## src/rtl/junction_sequencer.sv

```systemverilog
// junction_sequencer: tick-driven phase controller for a two-road junction.
// Walks AR1->RA1->G1->A1->AR2->RA2->G2->A2 with min/max green hand-over driven
// by latched car requests. Optional pedestrian phase after A2 when the macro
// PED_PHASE_EN is defined; default build has no pedestrian phase.
module junction_sequencer #(
  parameter int unsigned CNT_W       = 4,
  parameter int unsigned T_ALLRED    = 1,
  parameter int unsigned T_REDAMB    = 1,
  parameter int unsigned T_GREEN_MIN = 3,
  parameter int unsigned T_GREEN_MAX = 5,
  parameter int unsigned T_AMBER     = 1,
  parameter int unsigned T_WALK      = 4
) (
  input  logic       clock,
  input  logic       reset,
  input  logic       tick,
  input  logic       D1,
  input  logic       D2,
  input  logic       ped_req,
  output logic [5:0] lightseq,
  output logic [3:0] phase,
  output logic       walk
);

  typedef enum logic [3:0] {
    StAr1 = 4'd0,
    StRa1 = 4'd1,
    StG1  = 4'd2,
    StA1  = 4'd3,
    StAr2 = 4'd4,
    StRa2 = 4'd5,
    StG2  = 4'd6,
    StA2  = 4'd7,
    StPed = 4'd8
  } state_e;

  // Limits widened by one bit so cnt+1 never wraps before comparison.
  localparam logic [CNT_W:0] LOne      = (CNT_W+1)'(1);
  localparam logic [CNT_W:0] LAllRed   = (CNT_W+1)'(T_ALLRED);
  localparam logic [CNT_W:0] LRedAmb   = (CNT_W+1)'(T_REDAMB);
  localparam logic [CNT_W:0] LGreenMin = (CNT_W+1)'(T_GREEN_MIN);
  localparam logic [CNT_W:0] LGreenMax = (CNT_W+1)'(T_GREEN_MAX);
  localparam logic [CNT_W:0] LAmber    = (CNT_W+1)'(T_AMBER);
  localparam logic [CNT_W:0] LWalk     = (CNT_W+1)'(T_WALK);

  state_e           r_state;
  logic [CNT_W-1:0] r_cnt;
  logic             r_req1;
  logic             r_req2;

  state_e           w_state_d;
  state_e           w_adv;
  logic [CNT_W-1:0] w_cnt_d;
  logic [CNT_W:0]   w_cnt_inc;
  logic             w_done;
  logic             w_unused;
  logic             w_req1_d;
  logic             w_req2_d;

`ifdef PED_PHASE_EN
  logic r_ped;
  logic w_ped_d;
`endif

  assign w_cnt_inc = {1'b0, r_cnt} + LOne;

  // State register, phase counter and request latches.
  always_ff @(posedge clock or posedge reset) begin
    if (reset) begin
      r_state <= StAr1;
      r_cnt   <= '0;
      r_req1  <= 1'b0;
      r_req2  <= 1'b0;
`ifdef PED_PHASE_EN
      r_ped   <= 1'b0;
`endif
    end else begin
      r_state <= w_state_d;
      r_cnt   <= w_cnt_d;
      r_req1  <= w_req1_d;
      r_req2  <= w_req2_d;
`ifdef PED_PHASE_EN
      r_ped   <= w_ped_d;
`endif
    end
  end

  // Next state: phase limit per state, advance on the terminating tick.
  always_comb begin
    w_done   = 1'b0;
    w_adv    = StAr1;
    w_unused = 1'b0;
    case (r_state)
      StAr1: begin w_done = (w_cnt_inc == LAllRed); w_adv = StRa1; end
      StRa1: begin w_done = (w_cnt_inc == LRedAmb); w_adv = StG1;  end
      StG1: begin
        w_done = ((w_cnt_inc >= LGreenMin) && r_req2) || (w_cnt_inc == LGreenMax);
        w_adv  = StA1;
      end
      StA1:  begin w_done = (w_cnt_inc == LAmber);  w_adv = StAr2; end
      StAr2: begin w_done = (w_cnt_inc == LAllRed); w_adv = StRa2; end
      StRa2: begin w_done = (w_cnt_inc == LRedAmb); w_adv = StG2;  end
      StG2: begin
        w_done = ((w_cnt_inc >= LGreenMin) && r_req1) || (w_cnt_inc == LGreenMax);
        w_adv  = StA2;
      end
      StA2: begin
        w_done = (w_cnt_inc == LAmber);
`ifdef PED_PHASE_EN
        w_adv  = r_ped ? StPed : StAr1;
`else
        w_adv  = StAr1;
`endif
      end
`ifdef PED_PHASE_EN
      StPed: begin w_done = (w_cnt_inc == LWalk); w_adv = StAr1; end
`endif
      default: w_unused = 1'b1;
    endcase

    w_state_d = r_state;
    w_cnt_d   = r_cnt;
    if (w_unused) begin
      // Illegal codes recover to AR1 on the next clock regardless of tick.
      w_state_d = StAr1;
      w_cnt_d   = '0;
    end else if (tick) begin
      if (w_done) begin
        w_state_d = w_adv;
        w_cnt_d   = '0;
      end else begin
        w_cnt_d = w_cnt_inc[CNT_W-1:0];
      end
    end

    // Own-road sensor is ignored while green and cleared on green entry.
    w_req1_d = ((w_state_d == StG1) || (r_state == StG1)) ? 1'b0 : (r_req1 | D1);
    w_req2_d = ((w_state_d == StG2) || (r_state == StG2)) ? 1'b0 : (r_req2 | D2);
`ifdef PED_PHASE_EN
    // Clear wins over a press on the PED entry edge.
    w_ped_d  = ((w_state_d == StPed) && (r_state != StPed)) ? 1'b0 : (r_ped | ped_req);
`endif
  end

  // Moore output decode from the state register.
  always_comb begin
    phase = r_state;
    case (r_state)
      StRa1:   lightseq = 6'b110100;
      StG1:    lightseq = 6'b001100;
      StA1:    lightseq = 6'b010100;
      StRa2:   lightseq = 6'b100110;
      StG2:    lightseq = 6'b100001;
      StA2:    lightseq = 6'b100010;
      default: lightseq = 6'b100100;
    endcase
`ifdef PED_PHASE_EN
    walk = (r_state == StPed);
`else
    // No pedestrian phase: the button has no effect.
    walk = 1'b0 & ped_req;
`endif
  end

endmodule

```

## config.mk

```make
export PLATFORM = sky130hd
export DESIGN_NAME = junction_sequencer
export DESIGN_NICKNAME = d
export VERILOG_FILES = /design/src/rtl/junction_sequencer.sv
export SDC_FILE = /design/constraint.sdc
export NUM_CORES = 1
export LEC_CHECK = 0
export BUFFER_PORTS_ARGS = -buffer_cell sky130_fd_sc_hd__buf_2
export CELL_PAD_IN_SITES_DETAIL_PLACEMENT = 1
export CELL_PAD_IN_SITES_GLOBAL_PLACEMENT = 1
export CORE_MARGIN = 2
export CORE_UTILIZATION = 34
export DETAILED_ROUTE_END_ITERATION = 6
export GPL_TIMING_DRIVEN = 0
export HOLD_SLACK_MARGIN = 0.1
export PLACE_DENSITY = 0.68
export REMOVE_ABC_BUFFERS = 1
export SYNTH_ARGS = -nofsm -noshare
export SYNTH_HDL_FRONTEND = slang
export SYNTH_SLANG_ARGS = --single-unit
```

## constraint.sdc

```tcl
create_clock -name clock -period 1.7 [get_ports clock]
set_input_delay 0 -clock clock [delete_from_list [all_inputs] [get_ports clock]]
set_output_delay 0 -clock clock [all_outputs]
set_load 0.05 [all_outputs]
```

# Word level (Yosys, flattened, before mapping)

Index checks and enable logic that the tools add are counted.

Register bits after elaboration: 10

Equality and inequality tests: 12
Magnitude comparators: 1
Mux-type cells: 11
$add $sub $neg: 1
Reductions and logical operators: 9
Bitwise logic cells: 2

Operators by type and width:

| kind                  | number |
|---|---|
| $pmux W6 S6           | 1 |
| $mux W4               | 6 |
| $pmux W3 S7           | 1 |
| $eq A4 B3 Y1 const B  | 5 |
| $eq A4 B2 Y1 const B  | 3 |
| $reduce_or A8 Y1      | 1 |
| $reduce_or A6 Y1      | 1 |
| $add A4 B1 Y5 const B | 1 |
| $eq A5 B1 Y1 const B  | 1 |
| $eq A5 B3 Y1 const B  | 1 |
| $ge A5 B2 Y1 const B  | 1 |
| $eq A4 B1 Y1 const B  | 1 |
| $logic_not A4 Y1      | 1 |
| $logic_or A1 B1 Y1    | 4 |
| $pmux W1 S3           | 1 |
| $logic_and A1 B1 Y1   | 2 |
| $mux W1               | 2 |
| $ne A2 B1 Y1 const B  | 1 |
| $or A1 B1 Y1          | 2 |

# Logic depth before layout (Yosys ltp)

Word-level depth: 11
Depth in mapped cells: 7

# Worst setup path before layout

No wires, ideal clock.

Path type: register to output
Start point: register r_state[3], in the netlist phase[3]
End point: output port lightseq[4]
Setup slack: -0.302 ns
Arrival time: 2.002 ns
Buffers on the path: 1
Stages on the path, launching flop included: 3
Cells stage by stage: dfrtp_1 -> clkbuf_1 -> nor3_1

Cells in the longest elaborated chain, start to end: 2
Elaborated cells on any way between the ends: 7

Ends and longest elaborated chain:

| element                                    | line | source |
|---|---|---|
| from (decl)                                | 46   | `state_e r_state;` |
| from (signal assigned)                     | 70   | `r_state <= StAr1;` |
| from (signal assigned)                     | 78   | `r_state <= w_state_d;` |
| $eq A4 B3 Y1, or another cell as far along | 148  | `case (r_state)` |
| $pmux W6 S6 (*)                            | 148  |  |
| to (decl)                                  | 20   | `output logic [5:0] lightseq,` |

Every way passes the cells marked *; elsewhere a longest branch is shown, timed or not.

# Final worst setup path

Start point: register r_cnt[0]
End point: register r_cnt[1]

Cells in the longest elaborated chain, start to end: 8
Elaborated cells on any way between the ends: 12

Ends and longest elaborated chain:

| element                                | line    | source |
|---|---|---|
| from (decl)                            | 47      | `logic [CNT_W-1:0] r_cnt;` |
| from (signal assigned)                 | 79      | `r_cnt <= w_cnt_d;` |
| $add A4 B1 Y5 (*)                      | 65      | `assign w_cnt_inc = {1'b0, r_cnt} + LOne;` |
| $ge A5 B2 Y1                           | 97, 104 |  |
| $logic_and A1 B1 Y1 (on tied branches) | 104, 97 |  |
| $logic_or A1 B1 Y1 (on tied branches)  | 104, 97 |  |
| $pmux W1 S3                            | 93      | `case (r_state)` |
| $mux W4 (*)                            | 128     | `if (w_done) begin` |
| $mux W4 (*)                            | 127     | `end else if (tick) begin` |
| $mux W4 (*)                            | 123     | `if (w_unused) begin` |

Every way passes the cells marked *; elsewhere a longest branch is shown, timed or not. The select of a mux whose other input is x is not followed.
A chain may end at the register's enable or synchronous reset.

==> impl_results.html <==
<table>
<tr><th>Metric</th><th>Value</th></tr>
<tr><th colspan="2">STA</th></tr>
<tr><td>Minimum period implied by the final worst setup slack</td><td>1.67 ns</td></tr>
<tr><td>Achievable clock frequency</td><td>0.598 GHz</td></tr>
<tr><td>Final setup skew</td><td>0.00150 ns</td></tr>
<tr><td>Final period util</td><td>0.984</td></tr>
<tr><td>Post-Route Setup TNS</td><td>0 ns</td></tr>
<tr><td>Final hold viol count</td><td>0</td></tr>
<tr><td>Count of final max-slew check failures</td><td>0</td></tr>
<tr><td>Setup repair after global routing missed its margin</td><td>true</td></tr>
<tr><td>Setup Viol. Count Final</td><td>0</td></tr>
<tr><td>Worst-case hold slack</td><td>0.256 ns</td></tr>
<tr><td>Setup WS post-layout</td><td>0.0275 ns</td></tr>
<tr><th colspan="2">Floorplan</th></tr>
<tr><td>Initial Utilization</td><td>0.366</td></tr>
<tr><td>Cell Rows</td><td>16</td></tr>
<tr><td>DIE WIDTH</td><td>50.2 µm</td></tr>
<tr><td>DIE AREA</td><td>2520 µm²</td></tr>
<tr><td>Core Footprint</td><td>1980 µm²</td></tr>
<tr><td>Count of boundary I/O pins</td><td>17</td></tr>
<tr><td>Die Ht</td><td>50.2 µm</td></tr>
<tr><th colspan="2">Worst hold path</th></tr>
<tr><td>Class of the worst hold path</td><td>input pin to asynchronous set/reset pin</td></tr>
<tr><th colspan="2">Final layout</th></tr>
<tr><td>Fraction of layout cells with a size suffix above 1</td><td>0.379</td></tr>
<tr><td>Number of nets in the finished design</td><td>113</td></tr>
<tr><td>P&amp;R area growth vs syn</td><td>29.7%</td></tr>
<tr><td>Number of inserted diodes</td><td>0</td></tr>
<tr><th colspan="2">Route</th></tr>
<tr><td>Drt pass-1 iters</td><td>3</td></tr>
<tr><td>Detailed-route DRC error count</td><td>0</td></tr>
<tr><td>Wire per inst</td><td>14.5 µm</td></tr>
<tr><td>Via-to-Cell Ratio</td><td>5.07</td></tr>
<tr><td>Total vias in the final route</td><td>659</td></tr>
<tr><td>Wirelength, routed</td><td>1880 µm</td></tr>
<tr><td>Antenna-violating nets left</td><td>0</td></tr>
<tr><td>Detailed router's first-iteration violation count</td><td>7</td></tr>
<tr><th colspan="2">Setup path</th></tr>
<tr><td>Critical path startpoint category</td><td>flop</td></tr>
<tr><td>Worst Setup SP</td><td>r_cnt[0]</td></tr>
<tr><td>Critical Setup Path Class</td><td>flop to flop</td></tr>
<tr><td>Largest fanout of any net on the critical path</td><td>4</td></tr>
<tr><td>Data arrival, critical path</td><td>1.83 ns</td></tr>
<tr><td>Setup crit end kind</td><td>flop</td></tr>
<tr><td>R2R Path Start</td><td>r_cnt[0]</td></tr>
<tr><td>Critical path data required time</td><td>1.86 ns</td></tr>
<tr><th colspan="2">GRT</th></tr>
<tr><td>First-pass GRT wire length</td><td>3260 µm</td></tr>
<tr><td>Maximum number of pins on one net before global-route repair</td><td>15</td></tr>
<tr><td>GRT Residual Overflow</td><td>0</td></tr>
<tr><td>Total global-route track usage</td><td>0.171</td></tr>
<tr><td>Number of antenna violations at the first check in global routing</td><td>0</td></tr>
<tr><td>Number of global-route vias before repair</td><td>712</td></tr>
<tr><th colspan="2">Logic synthesis</th></tr>
<tr><td>Cells taking the most area after synthesis</td><td>dfrtp_1 (34%), ha_1 (5.2%), nor2_1 (5.2%)</td></tr>
<tr><td>Share of synthesized registers carrying an async set or reset</td><td>1.00</td></tr>
<tr><td>Sequential share of the synthesized area</td><td>0.345</td></tr>
<tr><td>Number of unique standard cell types used by synthesis</td><td>35</td></tr>
<tr><td>Average footprint of a synthesized cell</td><td>9.07 µm²</td></tr>
<tr><td>Total of flip-flops plus latches after synthesis</td><td>10</td></tr>
<tr><td>Predominant post-synthesis flop cell</td><td>dfrtp_1</td></tr>
<tr><td>Summed instance area of the synthesized netlist</td><td>726 µm²</td></tr>
<tr><td>Yosys warning total</td><td>0</td></tr>
<tr><td>EDFF count, synth</td><td>0</td></tr>
<tr><td>Gate count of the mapped netlist</td><td>80</td></tr>
<tr><td>Portion of synthesized cell area occupied by the leading cell type</td><td>0.345</td></tr>
<tr><td>Post-synth top area cell</td><td>dfrtp_1</td></tr>
<tr><th colspan="2">Pwr</th></tr>
<tr><td>Proportion of total power due to net switching</td><td>0.343</td></tr>
<tr><td>LEAKAGE</td><td>0.412 nW</td></tr>
<tr><td>Proportion of power drawn by flip-flops and latches</td><td>0.409</td></tr>
<tr><td>Switch Pwr</td><td>0.000227 W</td></tr>
<tr><td>Fraction of power consumed by combinational cells</td><td>0.245</td></tr>
<tr><td>Maximum ir drop on the vdd rail</td><td>0.000394 V</td></tr>
<tr><td>Clock network power share</td><td>0.346</td></tr>
<tr><td>Power per cell area</td><td>703 nW/µm²</td></tr>
<tr><td>Pint</td><td>0.000435 W</td></tr>
<tr><th colspan="2">Clocking</th></tr>
<tr><td>Number of buffers created by CTS</td><td>3</td></tr>
<tr><td>Longest Clk Path Bufs</td><td>2</td></tr>
<tr><td>Clock tree from TritonCTS</td><td>built</td></tr>
<tr><td>Clock insertion delay at the later pin of the skew report</td><td>0.28 ns</td></tr>
<tr><td>H-tree Lvls</td><td>1</td></tr>
<tr><td>Clock-pin slew of the registers on the worst-case setup and hold paths</td><td>0.07 ns</td></tr>
<tr><td>CTS Root Cell</td><td>clkbuf_4</td></tr>
<tr><td>Total clock sinks</td><td>10</td></tr>
<tr><th colspan="2">Placement</th></tr>
<tr><td>Half-perimeter wire length of the detailed placement result</td><td>1270 µm</td></tr>
<tr><td>Setup slack at placement</td><td>-0.0859 ns</td></tr>
<tr><td>Placer Congestion</td><td>0.708</td></tr>
<tr><td>Port bufs</td><td>14</td></tr>
<tr><th colspan="2">Outcome</th></tr>
<tr><td>Outcome</td><td>completed</td></tr>
<tr><th colspan="2">Run</th></tr>
<tr><td>Count of max-cap constraint violations</td><td>0</td></tr>
</table>
==> cell type report <==
| type | instances | area [µm²] |
|---|---|---|
| Timing Repair Buffer | 21 | 133 |
| Clock buffer | 4 | 36.3 |
| Multi-Input combinational cell | 62 | 464 |
| Tap cell | 27 | 33.8 |
| Sequential cell | 10 | 251 |
| Inverter | 6 | 22.5 |
| Fill cell | 233 | 1040 |
==> routing by layer <==
layer  track usage  routed length, µm
met1         0.213                849
met2         0.285                933
met3        0.0208                 34
met4        0.0972                 65
met5             0                  0
==> worst max-delay path, cell delays in order (launching register included) <==
cell	delay (ns)
dfrtp_1	0.42
ha_2	0.23
and2_4	0.14
a21o_1	0.21
a21o_1	0.20
a31oi_4	0.23
o32ai_2	0.12
==> synthesized netlist by cell type (3+ instances only) <==
cell type	instances
inv_1	6
ha_1	3
nor2_1	10
a21oi_1	5
dfrtp_1	10
nand2_1	8
a21o_1	3
==> timing repair <==
action | CTS | global route
endpoints found under the hold margin | 14 | 0
pin swaps | 2 | 2
endpoints found under the setup margin | 5 | 8
resized for setup | 2 | 4
setup buffers | 2 | 1
hold buffers | 4 | 0
==> stage by stage <==
step | cell area, µm² | power, W | util | instances
2_1_floorplan | 714 | 0.000382 | - | 78
3_3_place_gp | 818 | 0.000418 | 0.413 | 119
3_5_place_dp | 818 | 0.000421 | 0.413 | 119
4_1_cts | 917 | 0.000661 | 0.463 | 129
5_1_grt | 941 | 0.000699 | 0.475 | 130
6_report | 941 | 0.000662 | 0.475 | 130
==> final timing paths <==
path                       cells after the start  slack [ns]        to
max                                            6        0.03  r_cnt[1]
max in group asynchronous                      3        1.12  phase[3]
max reg2reg                                    6        0.03  r_cnt[1]
min in group clock                             4        0.54    r_req1
min                                            3        0.26  r_cnt[0]
min reg2reg                                    2        0.55    r_req1
==> state kept, by name, indices dropped and copies added (netlist names) <==
register	count
phase	4
r_cnt	4
r_req1	1
r_req2	1
==> power by group through the flow <==
stage / clock [W] / sequential (W) / combinational (W)
final: 0.000229 / 0.000270 / 0.000162
after floorplan: 0 / 0.000296 / 0.0000858
after global placement: 0 / 0.000275 / 0.000143
after CTS: 0.000234 / 0.000270 / 0.000157
after detailed placement: 0 / 0.000276 / 0.000145
after global routing: 0.000250 / 0.000273 / 0.000175
==> placed cells by master (no fill, tap or decap), types with 2 or more instances in the layout <==
cell | synthesis | routed
a21o_1 | 3 | 3
a21oi_1 | 5 | 5
a21oi_2 | 2 | 2
and3_1 | 2 | 2
buf_2 | 0 | 14
buf_4 | 1 | 3
clkbuf_4 | 0 | 3
conb_1 | 1 | 2
dfrtp_1 | 10 | 9
dlygate4sd3_1 | 0 | 4
inv_1 | 6 | 5
nand2_1 | 8 | 7
nand3_1 | 2 | 2
nand3b_1 | 2 | 2
nor2_1 | 10 | 10
o31ai_2 | 2 | 2
xnor2_1 | 2 | 2
==> logic make-up after synthesis <==
group                      count (synthesis)  synth area share
AOI/OAI and AO/OA                         20             0.247
xor gates and xnor gates                   2            0.0241
adders and majority gates                  3            0.0517
buffers and inverters                      9            0.0517
DFF                                       10             0.345
muxes                                      1            0.0138
other                                      1           0.00517
and+or+nand+nor                           34             0.262
Note: power is estimated with default switching activity, not from simulation.
